### src/rtl/lutram_readback_checker_sat_counter.sv
// Saturating up-counter with synchronous clear; holds at all-ones.
module sat_counter #(
    parameter int unsigned W = 8
) (
    input  logic         clk_i,
    input  logic         rst_ni,
    input  logic         clr_i,
    input  logic         inc_i,
    output logic [W-1:0] count_o
);

    logic [W-1:0] count_q, count_d;

    always_comb begin
        count_d = count_q;
        if (clr_i) begin
            count_d = '0;
        end else if (inc_i && (count_q != '1)) begin
            count_d = count_q + W'(1);
        end
    end

    always_ff @(posedge clk_i or negedge rst_ni) begin
        if (!rst_ni) begin
            count_q <= '0;
        end else begin
            count_q <= count_d;
        end
    end

    assign count_o = count_q;

endmodule

### config.mk
export PLATFORM = sky130hd
export DESIGN_NAME = sat_counter
export DESIGN_NICKNAME = d
export VERILOG_FILES = /design/src/rtl/lutram_readback_checker_sat_counter.sv
export SDC_FILE = /design/constraint.sdc
export NUM_CORES = 1
export LEC_CHECK = 0
export CAP_MARGIN = 20
export CORE_MARGIN = 2
export CORE_UTILIZATION = 25
export CTS_BUF_LIST = sky130_fd_sc_hd__clkbuf_4 sky130_fd_sc_hd__clkbuf_8
export CTS_CLUSTER_SIZE = 40
export DETAILED_ROUTE_END_ITERATION = 10
export DONT_BUFFER_PORTS = 1
export PLACE_DENSITY = 0.34
export SLEW_MARGIN = 20
export SYNTH_ARGS = -nofsm -noshare
export SYNTH_HDL_FRONTEND = slang
export SYNTH_SLANG_ARGS = --single-unit
export TNS_END_PERCENT = 1
### constraint.sdc
create_clock -name clk_i -period 2.9 [get_ports clk_i]
set_input_delay 0.58 -clock clk_i [delete_from_list [all_inputs] [get_ports clk_i]]
set_output_delay 0.58 -clock clk_i [all_outputs]
set_load 0.02 [all_outputs]
==> run metrics, run 1 <==
status complete, no violations; PortBufs 0; distinct cell type count after synthesis 28; sw frac 23.7%; Die X-Extent 47.1 um; clock period minus worst slack 1820 ps; Setup CP Type register to register; GP Congestion 0.699; post-synth net total 54; clock root cell clkbuf_4; fmax 549 MHz; Initial Util 26.6%; gr ovfl total 0; Detail Route Antenna Nets 0; drt pass-1 iters 4; Slew @ Worst Pin 370 ps; startpoint types register; crit end category register; register area share after synthesis 43.1%; cell accounting for the most synthesized area dfrtp_1; CTS Buffer Depth 2; Fill cells 199; HP Class primary input to register; largest net degree at the start of global routing 12; RSZ-0062 raised after global routing no; Gate power share 5.9%; Synth-to-Final Area Change 11.9%; Core Footprint 1750 sq um; yosys warns 0; crit path max fanout 7; Core Rows 15; Cell Area, Synth 464 sq um; non-filler cells, final 76; NetSw 0.0521 mW; initial antenna violation count 0; Leakage 0.203 nW; Clock Latency Late Sink 250 ps; die area 2220 sq um; Die Ht 47.1 um; placed inst area 487 sq um; skew final 2.09 ps; critical path required time 3030 ps; worst endpoint data arrival time 1960 ps; Yosys top cell area share 43.1%; Post-synth EDFFs 0; Layout Nets 58; max reg flops 8; ys async rst share 100%; via count 375; max_cap viols 0; syn avg cell area 9.47 sq um; Ports 12; CTS tree done; sequential power share 55.4%; Seq cells post-synth 8; cts bufs inserted 3; Sink Count 8; H-tree levels 1; vias in the first global route 399; first-pass GRT wire length 1.70 mm; total power 0.220 mW; clock share of power 38.8%; Post-Syn Instances 49; setup TNS 0 ps; Reg clk slew, reported paths 60 ps; Post-CTS Setup Bufs 0; cell internal pwr 0.168 mW; maximum vdd ir drop 0.193 mV; crit share post-route 62.8%; placed cells 72; First DRT Iteration DRCs 3; fin area 519 sq um; Via density 4.93; residual DRC count 0; share of cells above drive strength 1 13.7%; Detailed Route WL 1.06 mm; ys flop type dfrtp_1; Area contributors post-synth dfrtp_1, mux2_2, nor3_1; Final Hold Fails 0; max_slew headroom 74.7%; Total GRT Usage 11.7%; Final setup viols 0; Routed wire per std cell 14.0 um; final slew viol count 0; pwr dens 424 nW/um^2; Inserted Diodes 0
[power groups by stage]
| stage | sequential [mW] | combinational [mW] | clock [mW] |
|---|---|---|---|
| 2_1_floorplan | 0.123 | 0.0114 | 0 |
| 3_3_place_gp | 0.124 | 0.00935 | 0 |
| 3_5_place_dp | 0.124 | 0.00981 | 0 |
| 4_1_cts | 0.122 | 0.0101 | 0.0920 |
| 5_1_grt | 0.123 | 0.0150 | 0.0994 |
| 6_report | 0.122 | 0.0129 | 0.0854 |
[synth_stat cells, types with 2 or more instances]
master and instances:
dfrtp_1 8, nor3_1 4, a21oi_1 3, nand2b_1 3, nor2b_1 3, inv_1 2
mux2_2 2, nand2_1 2, nand3_1 2, nor2_1 2
[through the flow]
| stage | hold WS, ps | setup WS, ps | utilization (%) |
|---|---|---|---|
| after floorplan | 284 | 1210 | - |
| after global placement | 285 | 1120 | 27.9 |
| after detailed placement | 285 | 1070 | 27.9 |
| after CTS | 7.49 | 1060 | 29.2 |
| after global routing | 369 | 997 | 29.7 |
| final | 387 | 1080 | 29.7 |
[cell families after synthesis]
logic type | count (synthesis) | synth area share, %
AND/OR/NAND/NOR | 24 | 31.0
buffers and inverters | 4 | 3.50
AO/OA/AOI/OAI | 9 | 12.7
flip-flops | 8 | 43.1
multiplexers | 3 | 7.01
adder cells (fa/ha/maj) | 1 | 2.69
[critical path: stages (launching register included)]
cell and delay [ps]:
dfrtp_1 490, ha_1 340, and4_2 290, a21boi_1 220, mux2_2 370
[timing repair]
action                                 in CTS  in global routing
hold buffers                                0                  1
endpoints found under the hold margin       0                  8
resized for setup                           0                  0
[layout by cell type (no fill, tap or decap), types with 2 or more instances in the layout]
master | synthesis | layout
dfrtp_1 | 8 | 8
nor2_1 | 2 | 2
clkbuf_4 | 0 | 3
a21oi_1 | 3 | 3
mux2_2 | 2 | 2
nor3_1 | 4 | 4
nor2b_1 | 3 | 3
nand2_1 | 2 | 2
nand3_1 | 2 | 2
inv_1 | 2 | 2
nand2b_1 | 3 | 3
[worst paths after layout]
check	start	endpoint	slack, ps	cells after the start
worst max-delay path	count_o[0]	count_o[0]	1080	4
worst min-delay path	clr_i	count_o[7]	390	1
worst max register to register	count_o[0]	count_o[0]	1080	4
worst min register to register	count_o[7]	count_o[7]	670	2
max in group asynchronous	rst_ni	count_o[0]	1930	1
min in group asynchronous	rst_ni	count_o[7]	690	1
[cell type report]
cell class / count / area [sq um] / area share [%]
sequential: 8 / 200 / 38.6
inverter: 2 / 7.51 / 1.45
timing repair buffer: 1 / 10.0 / 1.93
multi-input combinational: 37 / 248 / 47.7
clock buffer: 3 / 22.5 / 4.34
tap: 25 / 31.3 / 6.02
[routing by layer]
| layer | track usage (%) | part of all wire [%] | vias up | routed length, um |
|---|---|---|---|---|
| met5 | 0 | 0 | - | 0 |
| met4 | 5.00 | 0.94 | 0 | 10 |
| met3 | 7.31 | 7.7 | 2 | 82 |
| met2 | 16.7 | 46 | 12 | 491 |
| met1 | 14.0 | 45 | 177 | 479 |
| li1 | - | - | 184 | - |
Power figures use the tool's default switching activity.
==> inputs of run 2 (changes only) <==
Clock period 2.9 ns to 1.85 ns, I/O delays scaled along.
==> run 2 against run 1 <==
  * Critical path depth unchanged
  * Sequential cell count did not move
  * Combinational power rose to 2.7 times the previous value
  * Register-to-register slack lost 870 ps
  * Setup slack got worse by 870 ps
  * Design area rose by 5.8%
  * Total power increased by 63%
  * Die area stayed put
  * Worst hold slack lost 220 ps
  * Fmax rose by 11%
  * Final cell count increased by 5.3%
  * Critical path type unchanged
  * Critical endpoint unchanged
  * Highest routed layer unchanged
==> run metrics, run 2 (synthesis gave the netlist of run 1 again) <==
fmax 609 MHz; Core Footprint 1750 sq um; Layout Nets 62; CTS Buffer Depth 2; Leakage 0.225 nW; Final Hold Fails 0; cts bufs inserted 3; post-place setup slack 196 ps; RSZ-0062 raised after global routing no; non-filler cells, final 80; CTS tree done; Via density 5.06; r2r setup slk 210 ps; residual DRC count 0; critical path required time 1990 ps; Final setup viols 0; Inserted Diodes 0; gr ovfl total 0; Clock Latency Late Sink 260 ps; via count 405; setup TNS 0 ps; Routed wire per std cell 14.0 um; crit end category register; skew final 9.84 ps; die area 2220 sq um; NetSw 0.0895 mW; placed cells 76; sequential power share 50.9%; first-pass GRT wire length 1.84 mm; vias in the first global route 425; Initial Util 26.6%; Detailed Route WL 1.12 mm; max_slew headroom 72.8%; launching point of the worst reg2reg path count_o[0]; fin area 549 sq um; R2R depth 4; cell internal pwr 0.269 mW; initial antenna violation count 0; maximum vdd ir drop 0.278 mV; Final WS setup 208 ps; RR Endpoint count_o[0]; PortBufs 0; placed inst area 517 sq um; worst endpoint data arrival time 1780 ps; clock root cell clkbuf_4; pwr dens 652 nW/um^2; share of cells above drive strength 1 20.0%; Slew @ Worst Pin 407 ps; H-tree levels 1; status complete, no violations; Total GRT Usage 12.2%; CP endpoint count_o[0]; Sink Count 8; max reg flops 8; Setup CP Type register to register; DP HPWL 833 um; Gate power share 9.8%; Detail Route Antenna Nets 0; Setup crit start count_o[0]; Reg clk slew, reported paths 60 ps; final slew viol count 0; GP Congestion 0.759; First DRT Iteration DRCs 8; clock share of power 39.3%; Die Ht 47.1 um; Final Core Density 31.5%; clock period minus worst slack 1640 ps; commonest non-fill, non-tap cell in the layout dfrtp_1; Synth-to-Final Area Change 18.3%; startpoint types register; Ports 12; commonest non-fill, non-tap cells in the layout dfrtp_1, nor3_1, buf_4; number of gates resized after cts 0; drt pass-1 iters 4; max_cap viols 0; Core Rows 15; crit share post-route 88.7%; sw frac 25.0%; Die X-Extent 47.1 um; largest net degree at the start of global routing 12; HP Class primary input to register; crit path max fanout 7; Fill cells 183
## run 2: cell type report
cell class,instances,area [sq um],share of cell area (%)
Clock buffer,3,22.5,4.10
Inverter,2,7.51,1.37
Multi-Input combinational cell,37,248,45.1
Sequential cell,8,200,36.4
Tap cell,25,31.3,5.69
Timing Repair Buffer,5,40.0,7.29
## run 2: what timing repair did
action                    in CTS  in global routing
hold endpoints to repair       8                  0
buffers inserted               0                  0
hold buffers                   1                  0
## run 2: critical path, cell delays in order, from the launching register on
cell      delay, ps
dfrtp_1         380
ha_1            280
and4_2          290
a21boi_1        220
mux2_2          360
## run 2: how the worst min path moves through the flow
| stage | start | endpoint | slack [ps] | cells past startpoint |
|---|---|---|---|---|
| after floorplan | rst_ni | count_o[0] | 70 | 0 |
| after global placement | rst_ni | count_o[6] | 70 | 0 |
| after detailed placement | rst_ni | count_o[7] | 70 | 0 |
| after CTS | clr_i | count_o[7] | 160 | 1 |
| after global routing | clr_i | count_o[5] | 160 | 1 |
| final | clr_i | count_o[7] | 170 | 1 |
## run 2: power by group through the flow
stage                     Combinational, mW  Sequential, mW  Clock, mW
final                                0.0351           0.183      0.141
after global placement               0.0298           0.186          0
after floorplan                      0.0178           0.193          0
after CTS                            0.0361           0.183      0.147
after global routing                 0.0399           0.183      0.155
after detailed placement             0.0303           0.186          0
## run 2: routing by layer
metal	part of all wire [%]	vias up	track usage, %	wire [um]
met5	0	-	0	0
met4	0.71	0	6.67	8
met3	7.1	2	5.00	80
met2	49	12	19.2	547
met1	43	196	14.2	484
li1	-	195	-	-
## run 2: stage by stage
step / total power, mW / hold WS, ps
floorplan: 0.211 / 74.4
global placement: 0.216 / 74.6
detailed placement: 0.216 / 74.6
CTS: 0.365 / 160
global route: 0.378 / 162
finish: 0.358 / 166
==> inputs of run 3 (changes only) <==
Settings changed: REMOVE_ABC_BUFFERS from default to 1.
Clock period 1.85 ns to 1.7 ns, I/O delays scaled along.
==> run 3 against run 2 <==
  * Total power grew 7.3%
  * Register-to-register slack worse by 80 ps
  * Worst hold slack got worse by 18 ps
  * Largest cell class unchanged
  * Critical endpoint unchanged
  * Non-clock buffer count is 4 higher
==> run metrics, run 3 (synthesis gave the netlist of run 1 again) <==
status complete, no violations; Final WS setup 125 ps; Ports 12; number of gates resized after cts 0; commonest non-fill, non-tap cells in the layout dfrtp_1, buf_4, nor3_1; sw frac 23.7%; crit-path cells ha_1, and4_2, a21boi_1, mux2_2; total power 0.385 mW; clock share of power 37.7%; largest net degree at the start of global routing 12; Via density 5.01; HP Class primary input to register; via count 421; fin area 579 sq um; CP max stage delay 380 ps; Layout Nets 66; clock period minus worst slack 1580 ps; non-filler cells, final 84; drt pass-1 iters 4; placed inst area 547 sq um; worst endpoint data arrival time 1710 ps; setup TNS 0 ps; Final Core Density 33.2%; multi-input logic area 248 sq um; Detail Route Antenna Nets 0; cts bufs inserted 3; initial antenna violation count 0; gr ovfl total 0; Die X-Extent 47.1 um; skew final 1.70 ps; Fill cells 187; H-tree levels 1; Detailed Route WL 1.17 mm; residual DRC count 0; Initial Util 26.6%; Synth-to-Final Area Change 24.8%; max reg flops 8; first-pass GRT wire length 1.90 mm; die area 2220 sq um; cell internal pwr 0.294 mW; PortBufs 0; Inserted Diodes 0; final slew viol count 0; max_cap viols 0; Buf/Inv on CP 0; Leakage 0.247 nW; First DRT Iteration DRCs 8; NetSw 0.0911 mW; sequential power share 51.5%; placed cells 80; GP Congestion 0.776; startpoint types register; Slew @ Worst Pin 398 ps; kind of cell adding the most delay to the critical path flip-flops; max_slew headroom 72.8%; Setup CP Type register to register; Sink Count 8; post-place setup slack 134 ps; hold slack 148 ps; vias in the first global route 393; crit path max fanout 5; DP HPWL 889 um; RSZ-0062 raised after global routing no; Core Footprint 1750 sq um; Seq. cell area 200 sq um; clock root cell clkbuf_4; Clock Latency Late Sink 250 ps; critical path required time 1840 ps; crit end category register; Reg clk slew, reported paths 50 ps; Final setup viols 0; crit share post-route 92.7%; Gate power share 10.8%; maximum vdd ir drop 0.407 mV; pwr dens 664 nW/um^2; Routed wire per std cell 13.9 um; Core Rows 15; share of cells above drive strength 1 25.4%; CTS Buffer Depth 2; CTS tree done; fmax 635 MHz; Final Hold Fails 0; Total GRT Usage 12.7%; Die Ht 47.1 um; slowest CP cell dfrtp_1
run 3: worst reg2reg max path, cell delays in order, from the launching register on:
cell,delay (ps)
dfrtp_1,380
ha_1,210
and4_2,260
a21boi_1,230
mux2_2,370
run 3: metal layers:
| metal | vias to the layer above | track usage, % | part of all wire, % |
|---|---|---|---|
| met5 | - | 0 | 0 |
| met4 | 0 | 1.67 | 0 |
| met3 | 0 | 8.08 | 9.4 |
| met2 | 13 | 19.7 | 45 |
| met1 | 204 | 15.3 | 46 |
| li1 | 204 | - | - |
run 3: worst paths after layout:
| kind | slack [ps] | startpoint | depth (start not counted) | end |
|---|---|---|---|---|
| hold / removal | 150 | clr_i | 1 | count_o[7] |
| max in group asynchronous | 940 | rst_ni | 1 | count_o[4] |
| min in group asynchronous | 460 | rst_ni | 1 | count_o[0] |
| setup reg to reg | 120 | count_o[0] | 4 | count_o[0] |
| setup / recovery | 120 | count_o[0] | 4 | count_o[0] |
| hold reg to reg | 630 | count_o[5] | 2 | count_o[6] |
run 3: cell type report:
type	count	area share, %
multi-input cells	37	42.8
flip-flops and latches	8	34.6
repair buffers	9	12.1
well taps	25	5.40
clock buffers	3	3.89
inverters	2	1.30
run 3: repair_timing:
action,CTS,global route
endpoints found under the hold margin,8,0
setup buffers,0,0
hold buffers,1,0
run 3: power by group through the flow:
| stage | combinational [mW] | clock (mW) | sequential, mW |
|---|---|---|---|
| floorplan | 0.0141 | 0 | 0.210 |
| global placement | 0.0347 | 0 | 0.201 |
| detailed placement | 0.0355 | 0 | 0.202 |
| CTS | 0.0420 | 0.154 | 0.198 |
| global route | 0.0455 | 0.168 | 0.198 |
| finish | 0.0416 | 0.145 | 0.198 |
